<file path="src/rtl/mon_pkg.sv">
// Shared helpers for the multi-channel signed error monitor: width derivation and popcount.
package mon_pkg;

  localparam int unsigned MAX_CH = 16;
  localparam int unsigned PC_W   = 5;

  function automatic int unsigned clog2(input int unsigned n);
    int unsigned r;
    int unsigned v;
    r = 0;
    v = (n > 0) ? n - 1 : 0;
    while (v > 0) begin
      r = r + 1;
      v = v >> 1;
    end
    return r;
  endfunction

  // Index width that never collapses to zero bits.
  function automatic int unsigned ch_idx_w(input int unsigned n);
    return (clog2(n) > 0) ? clog2(n) : 1;
  endfunction

  function automatic logic [PC_W-1:0] popcount(input logic [MAX_CH-1:0] v);
    logic [PC_W-1:0] c;
    c = '0;
    for (int unsigned i = 0; i < MAX_CH; i++) c = c + PC_W'(v[i]);
    return c;
  endfunction

endpackage

</file>
<file path="src/rtl/multi_serror_monitor_if.sv">
// Stimulus-side bundle for the monitor: statistics clear, channel enables, measured and reference buses.
interface multi_serror_monitor_if #(
  parameter int unsigned NUM_CH    = 2,
  parameter int unsigned DATAWIDTH = 32
);
  logic                          clear;
  logic [NUM_CH-1:0]             ch_en;
  logic [NUM_CH*DATAWIDTH-1:0]   meas;
  logic [NUM_CH*DATAWIDTH-1:0]   refd;

  modport master (output clear, ch_en, meas, refd);
  modport slave  (input  clear, ch_en, meas, refd);
endinterface

</file>
<file path="src/rtl/mon_delay_line.sv">
// Fixed-depth shift register that aligns one reference channel with the measured path.
module mon_delay_line #(
  parameter int unsigned DATAWIDTH = 32,
  parameter int unsigned DEPTH     = 1
) (
  input  logic                 Clk,
  input  logic                 Rst,
  input  logic [DATAWIDTH-1:0] i_d,
  output logic [DATAWIDTH-1:0] o_q
);

  logic [DATAWIDTH-1:0] r_sr [DEPTH];

  always_ff @(posedge Clk) begin
    if (!Rst) begin
      for (int unsigned i = 0; i < DEPTH; i++) r_sr[i] <= '0;
    end else begin
      r_sr[0] <= i_d;
      for (int unsigned i = 1; i < DEPTH; i++) r_sr[i] <= r_sr[i-1];
    end
  end

  assign o_q = r_sr[DEPTH-1];

endmodule

</file>
<file path="src/rtl/multi_serror_monitor.sv">
// NUM_CH-way tolerance compare of measured vs delayed reference outputs with
// post-reset valid gating, saturating error count and a frozen first-failure record.
module multi_serror_monitor
  import mon_pkg::*;
#(
  parameter int unsigned NUM_CH    = 2,
  parameter int unsigned DATAWIDTH = 32,
  parameter bit          SIGNED    = 1'b1,
  parameter int unsigned DELAY     = 2,
  parameter int unsigned REF_LAT   = 0,
  parameter int unsigned TOL       = 0,
  parameter int unsigned CNT_W     = 16,
  parameter int unsigned CYC_W     = 32
) (
  input  logic                            Clk,
  input  logic                            Rst,
  multi_serror_monitor_if.slave           bus,
  output logic                            valid,
  output logic [NUM_CH-1:0]               err,
  output logic                            err_sticky,
  output logic [CNT_W-1:0]                err_count,
  output logic                            first_valid,
  output logic [ch_idx_w(NUM_CH)-1:0]     first_ch,
  output logic [CYC_W-1:0]                first_cycle,
  output logic [DATAWIDTH-1:0]            first_meas,
  output logic [DATAWIDTH-1:0]            first_ref
);

  localparam int unsigned DW       = DATAWIDTH;
  localparam int unsigned DW1      = DATAWIDTH + 1;
  localparam int unsigned CH_IDX_W = ch_idx_w(NUM_CH);
  localparam int unsigned WAIT     = DELAY + REF_LAT;
  localparam int unsigned VCNT_W   = ch_idx_w(WAIT + 1);
  localparam int unsigned SUM_W    = ((CNT_W > PC_W) ? CNT_W : PC_W) + 1;
  localparam logic [DW:0]       TOL_V   = DW1'(TOL);
  localparam logic [CNT_W-1:0]  CNT_MAX = '1;

  logic [CYC_W-1:0]    r_cyc;
  logic [VCNT_W-1:0]   r_vcnt;
  logic                r_valid;
  logic [NUM_CH-1:0]   r_err;
  logic                r_sticky;
  logic [CNT_W-1:0]    r_cnt;
  logic                r_fvalid;
  logic [CH_IDX_W-1:0] r_fch;
  logic [CYC_W-1:0]    r_fcyc;
  logic [DW-1:0]       r_fmeas;
  logic [DW-1:0]       r_fref;

  logic [NUM_CH*DW-1:0] w_refd_dly;
  logic                 w_gate;
  logic [NUM_CH-1:0]    w_mis;
  logic [CH_IDX_W-1:0]  w_fch;
  logic [DW-1:0]        w_fmeas;
  logic [DW-1:0]        w_fref;
  logic [SUM_W-1:0]     w_sum;
  logic [CNT_W-1:0]     w_sat;

  // Reference alignment: a zero-latency setting is a straight wire.
  for (genvar g = 0; g < NUM_CH; g++) begin : g_ch
    if (REF_LAT == 0) begin : g_wire
      assign w_refd_dly[g*DW +: DW] = bus.refd[g*DW +: DW];
    end else begin : g_dly
      mon_delay_line #(.DATAWIDTH(DW), .DEPTH(REF_LAT)) u_dly (
        .Clk (Clk),
        .Rst (Rst),
        .i_d (bus.refd[g*DW +: DW]),
        .o_q (w_refd_dly[g*DW +: DW])
      );
    end
  end

  assign w_gate = r_valid || (WAIT == 0);

  // Diff at DW+1 bits cannot overflow, so |diff| never exceeds 2^DW-1.
  always_comb begin
    logic [DW:0] v_m;
    logic [DW:0] v_r;
    logic [DW:0] v_d;
    logic [DW:0] v_a;
    w_mis = '0;
    v_m   = '0;
    v_r   = '0;
    v_d   = '0;
    v_a   = '0;
    for (int unsigned i = 0; i < NUM_CH; i++) begin
      v_m = {SIGNED & bus.meas[i*DW + DW-1],   bus.meas[i*DW +: DW]};
      v_r = {SIGNED & w_refd_dly[i*DW + DW-1], w_refd_dly[i*DW +: DW]};
      v_d = v_m - v_r;
      v_a = v_d[DW] ? (~v_d + DW1'(1)) : v_d;
      w_mis[i] = w_gate && bus.ch_en[i] && (v_a > TOL_V);
    end
  end

  // Lowest-index mismatch wins the first-failure slot.
  always_comb begin
    w_fch   = '0;
    w_fmeas = '0;
    w_fref  = '0;
    for (int i = int'(NUM_CH) - 1; i >= 0; i--) begin
      if (w_mis[i]) begin
        w_fch   = CH_IDX_W'(i);
        w_fmeas = bus.meas[i*DW +: DW];
        w_fref  = w_refd_dly[i*DW +: DW];
      end
    end
  end

  assign w_sum = SUM_W'(r_cnt) + SUM_W'(popcount(MAX_CH'(w_mis)));
  assign w_sat = (w_sum > SUM_W'(CNT_MAX)) ? CNT_MAX : w_sum[CNT_W-1:0];

  always_ff @(posedge Clk) begin
    if (!Rst) begin
      r_cyc    <= '0;
      r_vcnt   <= '0;
      r_valid  <= 1'b0;
      r_err    <= '0;
      r_sticky <= 1'b0;
      r_cnt    <= '0;
      r_fvalid <= 1'b0;
      r_fch    <= '0;
      r_fcyc   <= '0;
      r_fmeas  <= '0;
      r_fref   <= '0;
    end else begin
      r_cyc <= r_cyc + CYC_W'(1);
      if (!r_valid) begin
        if ((WAIT <= 1) || (r_vcnt == VCNT_W'(WAIT - 1))) r_valid <= 1'b1;
        else r_vcnt <= r_vcnt + VCNT_W'(1);
      end
      r_err <= w_mis;
      if (bus.clear) begin
        r_cnt    <= '0;
        r_sticky <= 1'b0;
        r_fvalid <= 1'b0;
        r_fch    <= '0;
        r_fcyc   <= '0;
        r_fmeas  <= '0;
        r_fref   <= '0;
      end else begin
        r_cnt <= w_sat;
        if (|w_mis) r_sticky <= 1'b1;
        if (!r_fvalid && (|w_mis)) begin
          r_fvalid <= 1'b1;
          r_fch    <= w_fch;
          r_fcyc   <= r_cyc;
          r_fmeas  <= w_fmeas;
          r_fref   <= w_fref;
        end
      end
    end
  end

  assign valid       = r_valid;
  assign err         = r_err;
  assign err_sticky  = r_sticky;
  assign err_count   = r_cnt;
  assign first_valid = r_fvalid;
  assign first_ch    = r_fch;
  assign first_cycle = r_fcyc;
  assign first_meas  = r_fmeas;
  assign first_ref   = r_fref;

endmodule

</file>
<file path="src/flat_wrapper.sv">
// flat-port wrapper written by rule: the top's interface ports become plain ports
module multi_serror_monitor_flat import mon_pkg::*;
#(
  parameter int unsigned NUM_CH    = 2,
  parameter int unsigned DATAWIDTH = 32,
  parameter bit          SIGNED    = 1'b1,
  parameter int unsigned DELAY     = 2,
  parameter int unsigned REF_LAT   = 0,
  parameter int unsigned TOL       = 0,
  parameter int unsigned CNT_W     = 16,
  parameter int unsigned CYC_W     = 32
)
  (Clk, Rst, valid, err, err_sticky, err_count, first_valid, first_ch, first_cycle, first_meas, first_ref, bus_clear, bus_ch_en, bus_meas, bus_refd);
  multi_serror_monitor_if #(.NUM_CH(NUM_CH), .DATAWIDTH(DATAWIDTH)) bus_i ();
  input  logic Clk;
  input  logic Rst;
  output logic valid;
  output logic [NUM_CH-1:0] err;
  output logic err_sticky;
  output logic [CNT_W-1:0] err_count;
  output logic first_valid;
  output logic [ch_idx_w(NUM_CH)-1:0] first_ch;
  output logic [CYC_W-1:0] first_cycle;
  output logic [DATAWIDTH-1:0] first_meas;
  output logic [DATAWIDTH-1:0] first_ref;
  input wire logic [$bits(bus_i.clear)-1:0] bus_clear;
  input wire logic [$bits(bus_i.ch_en)-1:0] bus_ch_en;
  input wire logic [$bits(bus_i.meas)-1:0] bus_meas;
  input wire logic [$bits(bus_i.refd)-1:0] bus_refd;
  assign bus_i.clear = bus_clear;
  assign bus_i.ch_en = bus_ch_en;
  assign bus_i.meas = bus_meas;
  assign bus_i.refd = bus_refd;
  multi_serror_monitor #(.NUM_CH(NUM_CH), .DATAWIDTH(DATAWIDTH), .SIGNED(SIGNED), .DELAY(DELAY), .REF_LAT(REF_LAT), .TOL(TOL), .CNT_W(CNT_W), .CYC_W(CYC_W)) u_core (.Clk(Clk), .Rst(Rst), .bus(bus_i), .valid(valid), .err(err), .err_sticky(err_sticky), .err_count(err_count), .first_valid(first_valid), .first_ch(first_ch), .first_cycle(first_cycle), .first_meas(first_meas), .first_ref(first_ref));
endmodule
</file>
<file path="config.mk">
export PLATFORM = sky130hd
export DESIGN_NAME = multi_serror_monitor_flat
export DESIGN_NICKNAME = d
export VERILOG_FILES = /design/src/rtl/mon_pkg.sv /design/src/rtl/multi_serror_monitor_if.sv /design/src/rtl/mon_delay_line.sv /design/src/rtl/multi_serror_monitor.sv /design/src/flat_wrapper.sv
export SDC_FILE = /design/constraint.sdc
export NUM_CORES = 1
export LEC_CHECK = 0
export BUFFER_PORTS_ARGS = -buffer_cell sky130_fd_sc_hd__clkbuf_2
export CAP_MARGIN = 20
export CORE_MARGIN = 3
export CORE_UTILIZATION = 28
export DETAILED_ROUTE_END_ITERATION = 6
export PLACE_DENSITY = 0.55
export SYNTH_ARGS = -nofsm -noshare
export SYNTH_HDL_FRONTEND = slang
export SYNTH_HIERARCHICAL = 1
export SYNTH_SLANG_ARGS = --single-unit
</file>
<file path="constraint.sdc">
create_clock -name Clk -period 7.15 [get_ports Clk]
set_clock_uncertainty 0.05 [all_clocks]
set_input_delay 0 -clock Clk [delete_from_list [all_inputs] [get_ports Clk]]
set_output_delay 0 -clock Clk [all_outputs]
set_load 0.1 [all_outputs]
</file>
==> flow_summary_export.csv <==
group,metric,value,unit
worst_setup_path,arrival,6.94,ns
power_and_ir_drop,peakVddDrop,160.2,µV
detailed_routing,vias,14970,
worst_setup_path,r2r_start,"u_core/valid",
worst_setup_path,crit_top_cell,"a21oi_1",
cts,clock-sinks,152,
run,maxCapViolCount,0,
detailed_routing,drt-pass1-iter-count,5,
sta,setup_viol,0,
worst_setup_path,required,7.38,ns
sta,max_slew_margin,26.14,%
worst_setup_path,r2r-end,"u_core/err_count[1]",
sta,worst-slew-pin-transition,1.108,ns
cts,cts_buffers,17,
synthesis,avgSynthCellArea,7.560,µm²
finish,final_nets,2289,
sta,hold_violations,0,
synthesis,synth.yosys.seq_area_share,22.03,%
global_route,grt_pass1_vias,14180,
cts,post_cts_buffers,0,
synthesis,synth_common_cells,"nor2_1 (190), a21oi_1 (157), dfxtp_1 (152)",
run_status,status,"completed",
detailed_routing,routed_wl,54120,µm
worst_setup_path,r2r_slack,3.91,ns
synthesis,synth_area_leaders,"dfxtp_1 (22%), ha_1 (6.1%), a21oi_1 (5.7%), nor2_1 (5.2%), nand2b_1 (3.4%)",
floorplan,io_pins,251,
worst_setup_path,slowest_delay,0.58,ns
synthesis,synth.distinct_cells,112,
detailed_routing,drtIter0Drc,1260,
placement,place_hpwl,43170,µm
placement,port-buffer-count,250,
worst_setup_path,cp_max_fo,38,
worst_setup_path,startpoint_type,"primary input",
detailed_routing,drt-vias-per-instance,5.425,
synthesis,ys.flop_type,"dfxtp_1",
detailed_routing,wl_per_cell,19.62,µm
global_route,grt_pass1_wl,82230,µm
worst_setup_path,cp_top_family,"simple AND/OR/NAND/NOR gates",
global_route,grt.total_usage,19.84,%
cts,cts_tree,"done",
power_and_ir_drop,p_leak,6.688,nW
cts,h-tree-depth,4,
worst_setup_path,worst-path-buf-inv,6,
sta,drv_slew,0,
floorplan,die_x,228.1,µm
finish,area_growth_syn_to_layout,22.61,%
synthesis,post-synth-top-area-cell,"dfxtp_1",
floorplan,start_util,28.63,%
cts,clockBufferDepth,2,
worst_setup_path,cp.depth,23,
synthesis,synth_edf_count,0,
floorplan,rows,80,
detailed_routing,route.detailed.drc,0,
synthesis,synth_area,13810,µm²
placement,gp_congestion,0.9258,
worst_setup_path,crit_start,"bus_meas[32]",
worst_setup_path,crit_slowest_cell,"or4_1",
floorplan,dieHeight,228.1,µm
global_route,antenna_found_initial,5,
worst_setup_path,rr_worst_depth,12,
sta,whs,0.02561,ns
finish,n_fill_cell,5243,
sta,tns,0,ns
sta,fin_crit,6.706,ns
sta,min_period_over_period,93.79,%
synthesis,synth_seq_cells,152,
sta,clock.fmax,0.1491,GHz
global_route,grt_max_degree,127,
min_path,hp-class,"primary input to register",
cts,cts_root_buffer,"clkbuf_16",
worst_setup_path,end_kind,"register",
synthesis,postSynthCellCount,1827,
worst_setup_path,crit_chain,"dlygate4sd3_1 -> clkbuf_2 -> inv_1 -> ha_1 -> fa_1 -> nand2b_1 -> a21oi_1 -> xor2_2 -> nor3_4 -> and4_4 -> and4_1 -> a21oi_1 -> nor4b_2 -> o211ai_1 -> or4_1 -> or4_1 -> o311ai_4 -> buf_4 -> buf_6 -> nor3_2 -> o21ai_1 -> dlygate4sd3_1 -> a21oi_1",
sta,rsz0062_at_grt,"false",
synthesis,synth_most_common_cell,"nor2_1",
synthesis,synth_fp_nets,2030,
cts,path_clk_slew,0.07,ns
finish,fin_util,35.10,%
synthesis,synth_top_area_share,22.03,%
global_route,gr-total-overflow,0,
synthesis,synth-async-reset-ratio,0,%
detailed_routing,ant_nets,0,
floorplan,core_area,48250,µm²
floorplan,die_area,52030,µm²
power_and_ir_drop,p_per_area,192.9,nW/µm²
worst_setup_path,endpoint,"u_core/first_ref[4]",
finish,layout-drive-gt1-share,20.25,%
cts,insertion_delay,0.45,ns
worst_setup_path,crit_type,"primary input to register",
synthesis,yosysWarnings,6,
tightest hold or removal path, stage by stage:
cell	delay, ns
clkbuf_2	0.10
nor3b_2	0.16
o21ai_1	0.15
a21oi_2	0.06
metrics by stage:
stage | cells | total power [W] | instance area (µm²) | setup slack [ns]
2_1_floorplan | 1827 | 0.001855 | 13810 | 1.312
3_3_place_gp | 2652 | 0.002166 | 15510 | 0.7765
3_5_place_dp | 2652 | 0.002166 | 15510 | 0.6281
4_1_cts | 2754 | 0.003256 | 16890 | 0.3802
5_1_grt | 2759 | 0.003423 | 16940 | 0.08664
6_report | 2759 | 0.003267 | 16940 | 0.4437
cell families (layout without fill, tap and decap cells):
| kind of cell | after synthesis | after routing | synth area share (%) |
|---|---|---|---|
| compound gates | 555 | 555 | 26.94 |
| flops | 152 | 152 | 22.03 |
| fa+ha+maj | 70 | 70 | 6.504 |
| simple gates | 738 | 738 | 30.00 |
| mux | 44 | 44 | 3.216 |
| buf+inv | 190 | 462 | 6.142 |
| other cells | 0 | 4 | 0 |
| xor+xnor | 78 | 78 | 5.164 |
layout by cell type, fill, tap and decap left out, types with 67 or more instances in the layout:
cell type / count
ha_1: 67
a21oi_1: 157
inv_1: 93
clkbuf_2: 250
nor2_1: 190
nand2_1: 118
o21ai_0: 78
dfxtp_1: 152
dlygate4sd3_1: 70
nand2b_1: 74
report_power, final:
group	switching (W)	internal [W]
Combinational	0.000891	0.000447
Sequential	0.0000108	0.000864
Clock	0.000414	0.000640
Total	0.00132	0.00195
registers in the layout, indices dropped and copies added (netlist names):
signal              flops
u_core/first_cycle     32
u_core/first_meas      32
u_core/first_ref       32
u_core/r_cyc           32
u_core/err_count       16
u_core/err              2
u_core/r_vcnt           2
u_core/err_sticky       1
u_core/first_ch         1
u_core/first_valid      1
u_core/valid            1
worst min path at each step:
| stage | from | endpoint | cells past startpoint |
|---|---|---|---|
| 2_1_floorplan | Rst | u_core/r_cyc[1] | 1 |
| 3_3_place_gp | Rst | u_core/r_cyc[1] | 2 |
| 3_5_place_dp | Rst | u_core/r_cyc[1] | 2 |
| 4_1_cts | bus_meas[43] | u_core/first_meas[11] | 4 |
| 5_1_grt | bus_meas[39] | u_core/first_meas[7] | 4 |
| 6_report | bus_meas[41] | u_core/first_meas[9] | 4 |
final cells by class:
cell class / instances / area (µm²) / share of cell area [%]
Multi-Input combinational cell: 1485 / 9946 / 58.73
Inverter: 95 / 356.6 / 2.106
Timing Repair Buffer: 335 / 2088 / 12.33
Clock buffer: 18 / 439.2 / 2.593
Antenna cell: 4 / 10.01 / 0.05911
Tap cell: 656 / 820.8 / 4.847
Clock inverter: 14 / 231.5 / 1.367
Sequential cell: 152 / 3043 / 17.97
repair_timing:
item | CTS | global route
resized for setup | 0 | 2
setup endpoints to repair | 0 | 13
hold buffers | 70 | 0
hold endpoints to repair | 53 | 0
per-layer routing:
layer  GRT usage, %  routed length, µm  vias up  share of wire, %
met1          27.16              24830     7199                46
met2          32.43              24960      517                46
met3          2.420               2889       77               5.3
li1               -                  -     7174                 -
met4          6.373               1442        0               2.7
met5              0                  0        -                 0
No activity file was read; power rests on OpenSTA's default activity.
